## src/rtl/pc_fetch_unit_pkg.sv

```systemverilog
// Shared encodings for the fetch stage: EX-stage next-PC select codes and the
// fetch request FSM states.
package pc_fetch_unit_pkg;

  localparam int PC_SRC_BITS_COUNT = 2;
  localparam logic [PC_SRC_BITS_COUNT-1:0] PC_SRC_PC_PLUS_4    = 2'd0;
  localparam logic [PC_SRC_BITS_COUNT-1:0] PC_SRC_PC_PLUS_IMM  = 2'd1;
  localparam logic [PC_SRC_BITS_COUNT-1:0] PC_SRC_GPR_PLUS_IMM = 2'd2;

  localparam int FETCH_STATE_BITS_COUNT = 2;
  typedef enum logic [FETCH_STATE_BITS_COUNT-1:0] {
    FETCH_STATE_REQ  = 2'd0,
    FETCH_STATE_WAIT = 2'd1,
    FETCH_STATE_DROP = 2'd2
  } fetch_state_e;

  function automatic logic low_bits_set(input logic [1:0] low);
    return low != 2'b00;
  endfunction

endpackage

```

## src/rtl/pc_fetch_unit_branch_target_unit.sv

```systemverilog
// Resolves the redirect target from the EX-stage operands and flags targets
// that are not 4-byte aligned.
module branch_target_unit
  import pc_fetch_unit_pkg::*;
#(
  parameter int XLEN = 32
) (
  input  logic [PC_SRC_BITS_COUNT-1:0] pc_source,
  input  logic [XLEN-1:0]              pc_ex,
  input  logic [XLEN-1:0]              imm_ex,
  input  logic [XLEN-1:0]              gpr_ex,
  output logic [XLEN-1:0]              target,
  output logic                         target_misalign
);

  logic [XLEN-1:0] pc_sum;
  logic [XLEN-1:0] gpr_sum;

  assign pc_sum  = pc_ex + imm_ex;
  assign gpr_sum = gpr_ex + imm_ex;

  always_comb begin
    target          = pc_ex + XLEN'(4);
    target_misalign = 1'b0;
    case (pc_source)
      PC_SRC_PC_PLUS_IMM: begin
        target          = pc_sum;
        target_misalign = low_bits_set(pc_sum[1:0]);
      end
      PC_SRC_GPR_PLUS_IMM: begin
        // Register-indirect jumps ignore bit 0 of the sum.
        target          = {gpr_sum[XLEN-1:1], 1'b0};
        target_misalign = low_bits_set({gpr_sum[1], 1'b0});
      end
      default: begin
        target          = pc_ex + XLEN'(4);
        target_misalign = 1'b0;
      end
    endcase
  end

endmodule

```

## src/rtl/pc_fetch_unit.sv

```systemverilog
// Fetch stage: owns pc_f, drives the instruction-memory request handshake,
// loads IF/ID and discards wrong-path work on an EX redirect.
module pc_fetch_unit
  import pc_fetch_unit_pkg::*;
#(
  parameter int              XLEN     = 32,
  parameter logic [XLEN-1:0] RESET_PC = '0
) (
  input  logic                              clk,
  input  logic                              rst_n,
  input  logic                              stall_f,
  input  logic [PC_SRC_BITS_COUNT-1:0]      pc_source,
  input  logic                              branch_taken,
  input  logic [XLEN-1:0]                   pc_ex,
  input  logic [XLEN-1:0]                   imm_ex,
  input  logic [XLEN-1:0]                   gpr_ex,
  output logic                              imem_req_valid,
  output logic [XLEN-1:0]                   imem_req_addr,
  input  logic                              imem_req_ready,
  input  logic                              imem_rsp_valid,
  input  logic [31:0]                       imem_rsp_instr,
  output logic                              if_id_valid,
  output logic [XLEN-1:0]                   if_id_pc,
  output logic [31:0]                       if_id_instr,
  output logic                              flush_d,
  output logic                              flush_e,
  output logic                              target_misalign,
  output logic [FETCH_STATE_BITS_COUNT-1:0] fetch_state
);

  // Handshake: a request transfers on a cycle where imem_req_valid & imem_req_ready;
  // the address is held stable until then except when a redirect replaces it.
  // A response is a single-cycle imem_rsp_valid strobe with no back-pressure.

  fetch_state_e    state;
  fetch_state_e    state_next;
  logic [XLEN-1:0] pc_f;
  logic [XLEN-1:0] target;
  logic            target_misalign_raw;
  logic            hold_valid;
  logic [XLEN-1:0] hold_pc;
  logic [31:0]     hold_instr;
  logic            accept;
  logic            deliver;
  logic [XLEN-1:0] rsp_pc;

  branch_target_unit #(.XLEN(XLEN)) u_branch_target (
    .pc_source       (pc_source),
    .pc_ex           (pc_ex),
    .imm_ex          (imm_ex),
    .gpr_ex          (gpr_ex),
    .target          (target),
    .target_misalign (target_misalign_raw)
  );

  assign flush_d         = branch_taken;
  assign flush_e         = branch_taken;
  assign target_misalign = branch_taken & target_misalign_raw;
  assign imem_req_addr   = pc_f;
  assign fetch_state     = state;
  assign accept          = imem_req_valid & imem_req_ready;
  // pc_f already advanced past the outstanding request when it was accepted.
  assign rsp_pc          = pc_f - XLEN'(4);

  always_ff @(posedge clk or negedge rst_n) begin
    if (!rst_n) state <= FETCH_STATE_REQ;
    else        state <= state_next;
  end

  always_comb begin
    state_next = state;
    case (state)
      FETCH_STATE_REQ: begin
        if (accept) state_next = branch_taken ? FETCH_STATE_DROP : FETCH_STATE_WAIT;
      end
      FETCH_STATE_WAIT: begin
        if (imem_rsp_valid)    state_next = FETCH_STATE_REQ;
        else if (branch_taken) state_next = FETCH_STATE_DROP;
      end
      FETCH_STATE_DROP: begin
        if (imem_rsp_valid) state_next = FETCH_STATE_REQ;
      end
      default: state_next = FETCH_STATE_REQ;
    endcase
  end

  always_comb begin
    imem_req_valid = 1'b0;
    deliver        = 1'b0;
    case (state)
      FETCH_STATE_REQ:  imem_req_valid = rst_n & ~stall_f & ~hold_valid;
      FETCH_STATE_WAIT: deliver        = imem_rsp_valid & ~branch_taken;
      default: begin
        imem_req_valid = 1'b0;
        deliver        = 1'b0;
      end
    endcase
  end

  always_ff @(posedge clk or negedge rst_n) begin
    if (!rst_n)            pc_f <= RESET_PC;
    else if (branch_taken) pc_f <= target;
    else if (accept)       pc_f <= pc_f + XLEN'(4);
  end

  // Redirect beats stall; a response arriving under stall parks in the hold buffer.
  always_ff @(posedge clk or negedge rst_n) begin
    if (!rst_n) begin
      if_id_valid <= 1'b0;
      if_id_pc    <= '0;
      if_id_instr <= '0;
      hold_valid  <= 1'b0;
      hold_pc     <= '0;
      hold_instr  <= '0;
    end else if (branch_taken) begin
      if_id_valid <= 1'b0;
      hold_valid  <= 1'b0;
    end else if (!stall_f) begin
      if (hold_valid) begin
        if_id_valid <= 1'b1;
        if_id_pc    <= hold_pc;
        if_id_instr <= hold_instr;
        hold_valid  <= 1'b0;
      end else if (deliver) begin
        if_id_valid <= 1'b1;
        if_id_pc    <= rsp_pc;
        if_id_instr <= imem_rsp_instr;
      end else begin
        if_id_valid <= 1'b0;
      end
    end else if (deliver) begin
      hold_valid <= 1'b1;
      hold_pc    <= rsp_pc;
      hold_instr <= imem_rsp_instr;
    end
  end

endmodule
```

## config.mk

```make
export PLATFORM = sky130hd
export DESIGN_NAME = pc_fetch_unit
export DESIGN_NICKNAME = d
export VERILOG_FILES = /design/src/rtl/pc_fetch_unit_pkg.sv /design/src/rtl/pc_fetch_unit_branch_target_unit.sv /design/src/rtl/pc_fetch_unit.sv
export SDC_FILE = /design/constraint.sdc
export NUM_CORES = 1
export LEC_CHECK = 0
export ABC_AREA = 0
export CORE_UTILIZATION = 55
export CTS_BUF_LIST = sky130_fd_sc_hd__clkbuf_8
export DETAILED_ROUTE_END_ITERATION = 10
export DONT_BUFFER_PORTS = 1
export HOLD_SLACK_MARGIN = 0.02
export PLACE_DENSITY_LB_ADDON = 0.15
export SLEW_MARGIN = 25
export SYNTH_ARGS = -nofsm -noshare
export SYNTH_HDL_FRONTEND = slang
export SYNTH_SLANG_ARGS = --single-unit
```

## constraint.sdc

```tcl
create_clock -name clk -period 2.8 [get_ports clk]
set_clock_uncertainty 0.15 [all_clocks]
set_input_delay 0.42 -clock clk [delete_from_list [all_inputs] [get_ports clk]]
set_output_delay 0.42 -clock clk [all_outputs]
set_load 0.01 [all_outputs]
```

[Yosys cells after proc, flatten, opt, wreduce, memory -nomap -nowiden]
Cells that the tools add are included.
Cells by class
  bitwise operators: 8
  add/subtract/negate cells: 5
  reduce and logical (&&, ||, !) cells: 7
  equal/unequal tests: 9
  mux-type cells: 23
Operators with widths (number)
  32-bit 2-to-1 mux: 6
  32-bit by 3-bit adder with 32-bit output, second input constant: 2
  32-bit adder: 2
  32-bit case mux with 2 select lines: 1
  32-bit by 3-bit subtractor with 32-bit output, second input constant: 1
  2-bit 2-to-1 mux: 5
  1-bit 2-to-1 mux: 9
  3-bit AND reduction: 3
  2-bit case mux with 3 select lines: 1
  2-bit nonzero test: 3
  1-bit bitwise AND: 5
  2-bit by 1-bit == test with 1-bit output, second input constant: 2
  2-bit == test, second input constant: 2
  2-bit inequality test, second input constant: 2
  3-bit by 1-bit inequality test with 1-bit output, second input constant: 1
  3-bit inequality test, second input constant: 1
  1-bit NOT: 3
  2-bit zero test: 1
  2-bit by 1-bit inequality test with 1-bit output, second input constant: 1
  1-bit case mux with 2 select lines: 1
Storage, ports and cells
  logic and storage cells: 60
  output and inout bits: 103
  register bits: 164
  bits of input ports: 136

[Logic depth before layout (Yosys ltp)]
  depth in word-level cells: 7
  depth in mapped cells: 11
  gate-level depth less buffers: 11

[Modules after synthesis]
From an unflattened synthesis, not the netlist that was laid out.
Second synthesis, totals
  cell total of the unflattened synthesis: 1411
  area, all modules: 12284.3 um2
Modules (own cells, without submodules)
  pc_fetch_unit: area an instance 7997.7 um2, times used 1, sequential area each 4103.9 um2, cells an instance 782
  branch_target_unit: area an instance 4286.6 um2, times used 1, sequential area each 0.0 um2, cells an instance 629

[Worst setup path before layout]
Ideal clock, no wire load.
  kind: input to register
  start: input port pc_ex[0]
  end: register pc_f[28], in the netlist imem_req_addr[28]
  buffers on the path: 0
  path slack: -0.227 ns
  data required time: 2.573 ns
  arrival: 2.799 ns
  setup time: 0.077 ns
  cell stages on the path: 11
  cells stage by stage: ha_1 > inv_1 > fa_1 > nor2b_1 > o21bai_1 > a2111oi_0 > o21ai_0 > a211oi_1 > a31oi_1 > mux2_2 > a21oi_1
On the way
  longest elaborated chain between the ends: 3
  elaborated cells on any way between the ends: 4
  those cells by class: add/sub: 2; mux: 2
Ends and longest elaborated chain
  start: declaration: RTL line pc_fetch_unit.sv:14  | input logic [XLEN-1:0] pc_ex,
  32-bit by 3-bit adder with 32-bit output or 32-bit adder (tied branches)
  32-bit case mux with 2 select lines (*): RTL line pc_fetch_unit_branch_target_unit.sv:25  | case (pc_source)
  32-bit 2-to-1 mux (*): RTL line pc_fetch_unit.sv:102  | else if (branch_taken) pc_f <= target;
  end signal: assignment: RTL line pc_fetch_unit.sv:102
  end signal: assignment: RTL line pc_fetch_unit.sv:103  | else if (accept) pc_f <= pc_f + XLEN'(4);
  end: declaration: RTL line pc_fetch_unit.sv:37  | logic [XLEN-1:0] pc_f;
Every way passes the cells marked *; elsewhere a longest branch is shown, timed or not.
A chain may end at the register's enable or synchronous reset.

[Worst setup path in the final report]
  start: register pc_f[9], in the netlist imem_req_addr[9]
  end: register if_id_pc[29]
On the way
  longest elaborated chain between the ends: 3
Ends and longest elaborated chain
  32-bit by 3-bit subtractor with 32-bit output: RTL line pc_fetch_unit.sv:63  | assign rsp_pc = pc_f - XLEN'(4);
  32-bit 2-to-1 mux: RTL line pc_fetch_unit.sv:124  | end else if (deliver) begin
  32-bit 2-to-1 mux: RTL line pc_fetch_unit.sv:119  | if (hold_valid) begin
  end signal: assignment: RTL line pc_fetch_unit.sv:121  | if_id_pc <= hold_pc;
  end signal: assignment: RTL line pc_fetch_unit.sv:126  | if_id_pc <= rsp_pc;
  end: declaration: RTL line pc_fetch_unit.sv:23  | output logic [XLEN-1:0] if_id_pc,
No other way between the ends. The select of a mux whose other input is x is not followed.

==> results by group <==
Synth
  • Post-Syn Nets: 1592
  • Syn Area/Cell: 8.69 sq um
  • Cell count after synthesis: 1388
  • Area leader, netlist: dfrtp_1
  • #FFs+latches synth: roughly 160
  • Yosys top cell area share: 0.340
  • Syn Std Cell Area: 12100 sq um
  • Synth async-reset ratio: 1.00
  • Count leader, synth: dfrtp_1
  • Prevailing post-synth register cell: dfrtp_1
  • Synth area leaders: dfrtp_1 34%, ha_1 6.8%, xnor2_1 5.2%
  • Post-synth top cells: 164 x dfrtp_1, 150 x nand2_1, 110 x a21oi_1
  • Netlist cell types: 71
  • Number of flops mapped to enable cells by yosys: 0
  • Yosys warns: 0
  • Sequential area share after synthesis: 0.340

Route
  • Routed wire length per instance: 18.9 um
  • Via count: 11000
  • Detailed Route WL: between 30000 and 40000 um
  • Drt first pass iters: 5
  • Vias per inst: approximately 6.0
  • Remaining DRCs: 0
  • ANT nets after route: 0
  • Initial DRC count: 773

Placement
  • Detail Placement HPWL: 26400 um
  • Pre-CTS setup slack: -0.406 ns
  • Input/output buffers: 0
  • Final Wtd Congestion: 0.927
  • DP Area: 13400 sq um

GRT
  • Initial antenna violation count: 0
  • Vias in the first global route: approximately 11000
  • Grt ovf: 0
  • Met1 usage: 0.382
  • Pin count of the biggest net entering global routing: 169
  • Busiest grt layer: met2
  • M2 GR Usage: 0.502
  • M3 GR Usage: 0.0764
  • Total track usage: 0.305
  • First-pass GRT wire length: 53800 um

STA
  • Slew @ Worst Pin: 0.847 ns
  • Unrepaired setup endpoints after global routing: true
  • Final Max Tran Viols: 0
  • Slew HR: 0.433
  • Max Fclk: 340 MHz
  • Post-route clock period utilization: 1.05
  • Worst setup margin: -0.140 ns
  • Worst hold margin: -0.487 ns
  • Final Hold Vio Count: 164
  • Final critical-path required period: 2.94 ns
  • Final setup viols: 12

Setup path
  • Crit path launch: imem_req_addr[9]
  • Crit. End Element: flop
  • CP max FO: 4
  • Crit path kind: flop to flop
  • Setup crit start kind: flop
  • CP arrival: 3.08 ns
  • CP Data Required Time: 2.94 ns
  • Reg2reg start: imem_req_addr[9]

CTS
  • Worst skew pair latency: ~0.45 ns
  • Num CTS Buffers: 17
  • CTS tree: built
  • Clock-pin slew on the worst setup and hold paths: 0.09 ns
  • Clk sinks: 164
  • H-Tree Depth: 4
  • CTS Root Cell: clkbuf_8
  • Max clock buf depth: 2

Run status
  • Failing checks: hold timing, setup timing
  • Status: complete, but fails checks

Pwr
  • Static leakage: 6.22 nW
  • Net Sw Frac: 0.359
  • Internal power: 0.00480 W
  • Psw: 0.00268 W
  • Worst IR drop on VDD: 0.337 mV
  • Register share of total power: 0.453
  • Power Density: 523 nW/um^2
  • Clk pwr share: 0.232
  • Total chip power: about 0.0075 W
  • Combinational share of power: 0.315

Layout
  • Share of layout cells above drive strength 1: 0.186
  • Nets: roughly 1700
  • Diodes inserted: 0
  • Filler cells: 1776
  • Area delta synth->final: 18.5%
  • Design Area, Final: 14300 sq um

Die
  • Initial core utilization: 0.567
  • Die area: 22500 sq um
  • Core footprint: 21300 sq um
  • Die width: 150 um
  • # IOs: 239
  • FP Rows: 53
  • Die height: 150 um

Worst hold path
  • Tightest Hold Check Type: input pin to asynchronous set/reset pin

Flow run
  • MaxCap Viol Count: 0
worst max-delay path, cell delays in order (launching register included):
cell and delay [ns]:
dfrtp_1 0.38, or4_4 0.55, or3_4 0.39, nor4b_4 0.28, nand2_2 0.09, or4_4 0.49, nor3_4 0.16, xnor2_2 0.15
o221ai_1 0.15
cell families (layout without fill, tap and decap cells):
logic type,Yosys count,after routing,synth area share
fa+ha+maj,68,68,0.0718
flops,164,164,0.340
xor+xnor,122,122,0.0886
mux,93,93,0.0821
buf+inv,109,259,0.0364
simple gates,446,446,0.178
compound gates,386,386,0.203
registers in the layout (all words and copies together) (netlist names):
| signal | count |
|---|---|
| if_id_valid | 1 |
| fetch_state | 2 |
| if_id_pc | 32 |
| hold_pc | 32 |
| hold_valid | 1 |
| imem_req_addr | 32 |
| hold_instr | 32 |
| if_id_instr | 32 |
repair_timing:
| action | in CTS | in global routing |
|---|---|---|
| cloned | 0 | 0 |
| buffers inserted | 2 | 1 |
| endpoints found under the hold margin | 227 | 166 |
| setup endpoints to repair | 10 | 25 |
| hold buffers | 37 | 2 |
| gates resized for setup | 6 | 15 |
| pin swaps | 2 | 1 |
area by class of cell:
cell class                      count  area, sq um  area share
Multi-Input combinational cell   1115         7660       0.536
Sequential cell                   164         4110       0.287
Timing Repair Buffer              203         1680       0.118
Tap cell                          275          344      0.0241
Clock buffer                       17          234      0.0164
Clock inverter                     14          166      0.0116
Inverter                           25         93.8     0.00657
power by group through the flow:
| stage | Combinational, W | Clock [W] | Sequential [W] |
|---|---|---|---|
| 3_5_place_dp | 0.00226 | 0 | 0.00343 |
| 2_1_floorplan | 0.00156 | 0 | 0.00335 |
| 6_report | 0.00235 | 0.00174 | 0.00339 |
| 5_1_grt | 0.00261 | 0.00188 | 0.00347 |
| 3_3_place_gp | 0.00221 | 0 | 0.00340 |
| 4_1_cts | 0.00233 | 0.00177 | 0.00338 |
cell usage in the layout (no fill, tap or decap), types with 10 or more instances in the layout:
master / synthesis / routed
a221oi_1: 29 / 28
dfrtp_1: 164 / 163
mux2_2: 48 / 48
and3_1: 23 / 22
nand3_1: 38 / 38
a21o_1: 23 / 23
a21oi_1: 110 / 108
and2_1: 10 / 10
o22ai_1: 11 / 11
nor3_1: 26 / 26
o21ai_0: 108 / 105
xor2_1: 50 / 49
clkbuf_8: 0 / 17
a31oi_1: 16 / 16
inv_1: 25 / 25
dlygate4sd3_1: 0 / 39
buf_4: 5 / 159
nand4_1: 33 / 33
ha_1: 66 / 66
mux2i_1: 45 / 45
xnor2_1: 72 / 68
nand2_1: 150 / 149
nor2_1: 106 / 104
stage by stage:
stage	utilization	TNS, ns	std cells
2_1_floorplan	-	-0.657	1388
3_3_place_gp	0.627	-3.08	1739
3_5_place_dp	0.629	-3.71	1740
4_1_cts	0.667	-0.782	1810
5_1_grt	0.671	-2.54	1813
6_report	0.671	-0.853	1813
routing by layer:
| layer | part of all wire | wire length [um] |
|---|---|---|
| met2 | 0.47 | 16000 |
| met1 | 0.42 | 14500 |
| met4 | 0.032 | 1120 |
| met5 | 0 | 0 |
| met3 | 0.077 | 2640 |
worst paths after layout:
path | endpoint | depth (start not counted) | slack [ns]
setup reg to reg | if_id_pc[29] | 8 | -0.14
min in group clk | if_id_instr[27] | 2 | 0.04
hold / removal | if_id_instr[26] | 0 | -0.49
hold reg to reg | hold_instr[15] | 1 | 0.36
setup / recovery | if_id_pc[29] | 8 | -0.14
max in group asynchronous | hold_pc[31] | 0 | 2.72
Note: power is estimated with default switching activity, not from simulation.
